[src/rtl/mux_sel_arbiter.sv]
// Two-requester round-robin packet arbiter feeding the 2:1 mux select.
// Grant locks for a whole packet; merged stream leaves through one output register.
module mux_sel_arbiter #(
    parameter int WIDTH = 8
) (
    input  logic             clk,
    input  logic             rst,
    input  logic             in0_valid,
    input  logic [WIDTH-1:0] in0_data,
    input  logic             in0_last,
    output logic             in0_ready,
    input  logic             in1_valid,
    input  logic [WIDTH-1:0] in1_data,
    input  logic             in1_last,
    output logic             in1_ready,
    output logic             out_valid,
    output logic [WIDTH-1:0] out_data,
    output logic             out_last,
    input  logic             out_ready,
    output logic             sel,
    output logic             busy
);

    typedef enum logic [1:0] {
        IDLE,
        GRANT0,
        GRANT1
    } state_t;

    state_t           state;
    state_t           state_nx;
    logic             ptr;
    logic             ptr_nx;
    logic             sel_nx;
    logic             can_load;
    logic             xfer0;
    logic             xfer1;
    logic             xfer;
    logic [WIDTH-1:0] ld_data;
    logic             ld_last;

    // Output slot is free when empty or being drained this cycle.
    assign can_load = ~out_valid | out_ready;
    assign xfer0    = in0_valid & in0_ready;
    assign xfer1    = in1_valid & in1_ready;
    assign xfer     = xfer0 | xfer1;
    assign ld_data  = xfer0 ? in0_data : in1_data;
    assign ld_last  = xfer0 ? in0_last : in1_last;
    assign busy     = (state != IDLE);

    always_comb begin
        state_nx  = state;
        ptr_nx    = ptr;
        sel_nx    = sel;
        in0_ready = 1'b0;
        in1_ready = 1'b0;
        unique case (state)
            IDLE: begin
                if (in0_valid && (!in1_valid || !ptr)) begin
                    state_nx = GRANT0;
                    sel_nx   = 1'b1;
                end else if (in1_valid) begin
                    state_nx = GRANT1;
                    sel_nx   = 1'b0;
                end
            end
            GRANT0: begin
                in0_ready = can_load;
                if (in0_valid && can_load && in0_last) begin
                    state_nx = IDLE;
                    ptr_nx   = 1'b1;
                end
            end
            GRANT1: begin
                in1_ready = can_load;
                if (in1_valid && can_load && in1_last) begin
                    state_nx = IDLE;
                    ptr_nx   = 1'b0;
                end
            end
            default: state_nx = IDLE;
        endcase
    end

    always_ff @(posedge clk or posedge rst) begin
        if (rst) begin
            state <= IDLE;
            ptr   <= 1'b0;
            sel   <= 1'b1;
        end else begin
            state <= state_nx;
            ptr   <= ptr_nx;
            sel   <= sel_nx;
        end
    end

    always_ff @(posedge clk or posedge rst) begin
        if (rst) begin
            out_valid <= 1'b0;
            out_data  <= '0;
            out_last  <= 1'b0;
        end else if (xfer) begin
            out_valid <= 1'b1;
            out_data  <= ld_data;
            out_last  <= ld_last;
        end else if (out_ready) begin
            out_valid <= 1'b0;
        end
    end

endmodule
[config.mk]
export PLATFORM = sky130hd
export DESIGN_NAME = mux_sel_arbiter
export DESIGN_NICKNAME = d
export VERILOG_FILES = /design/src/rtl/mux_sel_arbiter.sv
export SDC_FILE = /design/constraint.sdc
export NUM_CORES = 1
export LEC_CHECK = 0
export BUFFER_PORTS_ARGS = -buffer_cell sky130_fd_sc_hd__buf_2
export CAP_MARGIN = 20
export CORE_UTILIZATION = 46
export DETAILED_ROUTE_END_ITERATION = 10
export GPL_ROUTABILITY_DRIVEN = 0
export PLACE_DENSITY = 0.82
export SLEW_MARGIN = 20
export SYNTH_ARGS = -nofsm -noshare
export SYNTH_HDL_FRONTEND = slang
export SYNTH_SLANG_ARGS = --single-unit
export TNS_END_PERCENT = 1
[constraint.sdc]
create_clock -name clk -period 3.1 [get_ports clk]
set_input_delay 0.155 -clock clk [delete_from_list [all_inputs] [get_ports clk]]
set_output_delay 0.155 -clock clk [all_outputs]
set_load 0.1 [all_outputs]
After elaboration in Yosys (flattened, before gate mapping)
Cells that the tools add are included.

operators by class
  reduce and logical (&&, ||, !) cells = 16
  shifts and indexed selects = 0
  multipliers = 0
  magnitude comparators = 0
  bitwise operators = 5
  multiplexer cells = 16
  $add $sub $neg = 0
  equal/unequal tests = 5
  divide/modulo/power cells = 0

operators with widths
  kind                  number
  $mux W1               9
  $mux W2               4
  $mux W8               1
  $reduce_bool A2 Y1    4
  $pmux W2 S3           1
  $reduce_and A3 Y1     2
  $logic_and A1 B1 Y1   5
  $ne A2 B2 Y1 const B  2
  $ne A3 B3 Y1 const B  1
  $and A1 B1 Y1         2
  $eq A2 B1 Y1 const B  1
  $eq A2 B2 Y1 const B  1
  $logic_not A1 Y1      2
  $logic_not A2 Y1      1
  $or A1 B1 Y1          2
  $pmux W1 S2           1
  $reduce_and A2 Y1     1
  $logic_or A1 B1 Y1    1
  $not A1 Y1            1

storage, ports and cells
  bits in writable memories = 0
  word-level logic and storage cells = 48
  register bits = 14
  bits in latches = 0
  output and inout port bits = 14
  bits of input ports = 23
  memory bits (read-only) = 0
  memories kept = 0

Depth between registers and ports, before layout
  word-level depth = 6
  gate-level depth with buffers = 5
  mapped depth without buffers = 4

Least setup slack after synthesis
OpenSTA, ideal clock, no wires.

  path kind = reg-to-reg
  from = register out_valid
  to = register out_last
  arrival = 3.738 ns
  path slack = -0.707 ns
  setup time = 0.069 ns
  data required time = 3.031 ns
  period minus slack after synthesis = 3.807 ns
  buffers on the path = 0
  cell stages (with the launch flop) = 5
  cells stage by stage = dfrtp_1 > nor2b_1 > nor3b_1 > nor2b_1 > a221o_1

between the ends
  cells in the longest elaborated chain, start to end = 5
  elaborated cells on any way between the ends = 8
  those cells by class = mux (3); bitwise (5)

RTL lines
  what                      RTL line  source
  start: declaration        16        output logic out_valid,
  start signal: assignment  99        out_valid <= 1'b0;
  start signal: assignment  103       out_valid <= 1'b1;
  start signal: assignment  107       out_valid <= 1'b0;
  $not A1 Y1                43        assign can_load = ~out_valid | out_ready;
  $or A1 B1 Y1              43
  $mux W1                   57        unique case (state)
  net in1_ready             15        output logic in1_ready,
  $and A1 B1 Y1             45        assign xfer1 = in1_valid & in1_ready;
  $or A1 B1 Y1              46        assign xfer = xfer0 | xfer1;
  end signal: assignment    105       out_last <= ld_last;
  end: declaration          18        output logic out_last,

The timed path passes the listed nets, and every way through them passes these cells.
A chain may end at the register's enable or synchronous reset.

Final worst setup path
  from = register state[1]
  to = output port in0_ready

between the ends
  cells in the longest elaborated chain, start to end = 2

RTL lines
  what                      RTL line  source
  start: declaration        30        state_t state;
  start signal: assignment  91        state <= state_nx;
  $eq A2 B1 Y1              57
  $mux W1                   57
  end: declaration          11        output logic in0_ready,

No other way between the ends.

==> results by group <==
STA
  • RSZ-0062 raised after global routing: no
  • Max Slew Vio Count: 0
  • Tightest Pin Transition: 526.1 ps
  • Fin crit share: 54.05%
  • Final Hold Viols: 0
  • Max Clk Rate: 0.5968 GHz
  • Post-layout minimum cycle time: 1676 ps
  • Worst rel slew slack: approximately two thirds
  • Final setup TNS: 0 ps
  • Count of final setup violators: 0
  • Worst Skew: ~0.95 ps

Global routing
  • Largest net degree at the start of global routing: 18
  • Vias in the first global route: roughly 520
  • GRT Total Usage: between 20 and 25%
  • Initial antenna violation count: 0
  • First-pass GRT wire length: 2.290 mm
  • Total grt overflow: 0

Cells and area
  • Layout cells sized above 1: about 38%
  • Nets: 141
  • ANT cells: 0
  • Area grow syn2layout: 33.33%

Clocking
  • Clock Tree Root: clkbuf_4
  • CTS clk-pin slew, worst paths: about 80 ps
  • # H-tree levels: 1
  • Latest clock arrival within the worst-skew pair: between 200 and 300 ps
  • CTS tree: built
  • PostCTS Resize Cnt: 0
  • CTS max path bufs: 2
  • Sink Count: 14
  • Cts bufs inserted: 3

Synth
  • Synthesized area per cell: approximately 9 µm²
  • Synth Area in XOR/XNOR: 0%
  • Adder-cell share of the synthesized area: 0%
  • Post-synthesis mux area share: 0%
  • Synth Area in Compound Gates: between 15 and 20%
  • Synth top area cells: dfrtp_1 (47%), nand2_1 (11%), a31oi_1 (7.2%), nor2_1 (5.4%), dfstp_2 (3.8%)
  • Area leader, netlist: dfrtp_1
  • Simple-gate area share of the yosys netlist: around 30%
  • Synth Instances: 78
  • Sequential share of the synthesized area: between 50% and 60%
  • Synthesized area: just under 700 µm²
  • Syn Nets: between 100 and 150
  • Number of synthesized flops with an enable pin: 0
  • Yosys cell types: 24
  • FFs w/ async S/R, synth: between 90% and 100%
  • Synth Warn #: 0
  • #FFs+latches synth: 14
  • Main combinational cell family by area after synthesis: simple AND/OR/NAND/NOR gates
  • Primary FF master, synth: dfrtp_1
  • Synth top area share: a little under half

Setup path
  • Crit path required time: between 2000 and 3000 ps
  • CP startpoint kind: flop
  • Worst path max stage delay: about 450 ps
  • RR Startpoint: state[0]$_DFFE_PP0P_
  • Reg2reg setup slack: between 1000 and 1500 ps
  • CP Capture Type: output port
  • Crit path DAT: about 1500 ps
  • CP Max Fanout: 8
  • CP startpoint: state[1]$_DFFE_PP0P_
  • CP max-delay cell: dfrtp_1
  • Crit path cell chain: and2b_1 > and2_1 > buf_2
  • FF-to-FF End: out_last$_DFFE_PP0P_
  • Worst R2R Path Depth: 4
  • Crit Path Class: flop to output port

Routing
  • Initial DRC count: 14
  • TritonRoute pass-1 iters: 4
  • WL per Instance: approximately 12 µm
  • Antenna-violating nets left: 0
  • Vias per inst: between 5 and 6
  • Routed vias: roughly 670
  • Post-Route WL: ~1.6 mm
  • DRC viols: 0

Job
  • Max Cap Viol: 0

Placed design
  • Port Buffer Count: 36
  • Post-DP HPWL: 1.242 mm

Hold path
  • Hold worst-path end: out_data[6]$_DFFE_PP0P_
  • Worst hold path class: input port to flop
  • Min-Delay Path Depth: 3
  • Hold Startpoint: in0_data[6]

Floorplan
  • Die area: 0.001669 mm²
  • I/O Pins: 37
  • Initial Utilization: between 50% and 60%
  • Core Region: around 0.0014 mm²
  • Std cell rows: 13
  • DIE HEIGHT: roughly 41 µm
  • Chip width: 40.86 µm

Outcome
  • Status: finished, final reports clean
[synth_stat cells (2+ instances only)]
| library cell | n |
|---|---|
| nand2_1 | 20 |
| dfrtp_1 | 13 |
| nor2_1 | 10 |
| a31oi_1 | 8 |
| a21oi_1 | 3 |
| nand3b_1 | 3 |
| inv_1 | 2 |
| nand2b_1 | 2 |
| nor2b_1 | 2 |
[layout by cell type, fill, tap and decap left out, drive strengths merged, types with 2 or more instances in the layout]
cell type	instances
a21oi	4
a31oi	8
buf	36
clkbuf	4
dfrtp	13
inv	3
nand2	20
nand2b	2
nand3b	3
nor2	10
nor2b	2
[metrics by stage]
stage | setup slack, ps | area [µm²] | std cells | utilization (%) | hold slack (ps)
after global routing | 1339 | 925.9 | 132 | 68.58 | 114.4
after CTS | 1427 | 925.9 | 132 | 68.58 | 114.2
after global placement | 1523 | 879.6 | 127 | 65.15 | 216.7
final | 1424 | 925.9 | 132 | 68.58 | 119.4
after detailed placement | 1465 | 879.6 | 127 | 65.15 | 219.3
after floorplan | 345.7 | 699.4 | 78 | - | 43.50
[routing by layer]
metal	vias up	GRT usage, %	part of all wire [%]
met3	3	4.891	4.6
met4	0	10.00	0.49
met5	-	0	0
met2	24	38.28	51
met1	300	25.78	44
li1	346	-	-
[state kept, by name, summed over array words and instances (netlist names)]
register and count:
ptr 1, out_valid 1, state 2, out_data 8, out_last 1, sel 1
[worst max-delay path by stage]
| stage | slack [ps] | to | cells past startpoint |
|---|---|---|---|
| floorplan | 350 | out_last$_DFFE_PP0P_ | 4 |
| detailed placement | 1460 | out_last$_DFFE_PP0P_ | 4 |
| CTS | 1430 | in0_ready | 3 |
| finish | 1420 | in0_ready | 3 |
| global placement | 1520 | out_last$_DFFE_PP0P_ | 4 |
| global route | 1340 | in0_ready | 3 |
[timing repair]
item	4_1_cts	5_1_grt
hold buffers	1	0
hold endpoints to repair	13	0
buffers inserted	0	0
endpoints found under the setup margin	0	0
[critical path, delay by kind of cell, from the launching register on]
| family | cells | cell delay, ps |
|---|---|---|
| buffers and inverters | 1 | 410 |
| AND/OR/NAND/NOR | 2 | 380 |
| flip-flops | 1 | 450 |
[area by class of cell]
type / count / area (µm²)
sequential: 14 / 351.6
multi-input combinational: 59 / 317.8
timing repair buffer: 37 / 190.2
fill: 121 / 424.2
inverter: 3 / 11.26
tap: 15 / 18.77
clock buffer: 4 / 36.28
[cell families (layout without fill, tap and decap cells)]
| kind of cell | after synthesis | in the layout |
|---|---|---|
| DFF | 14 | 14 |
| buffers and inverters | 5 | 44 |
| and+or+nand+nor | 44 | 44 |
| AOI/OAI and AO/OA | 15 | 15 |
Power is left out: the tool's default activity adds up to more than one toggle a clock period on the data nets, which glitch-free logic cannot reach.
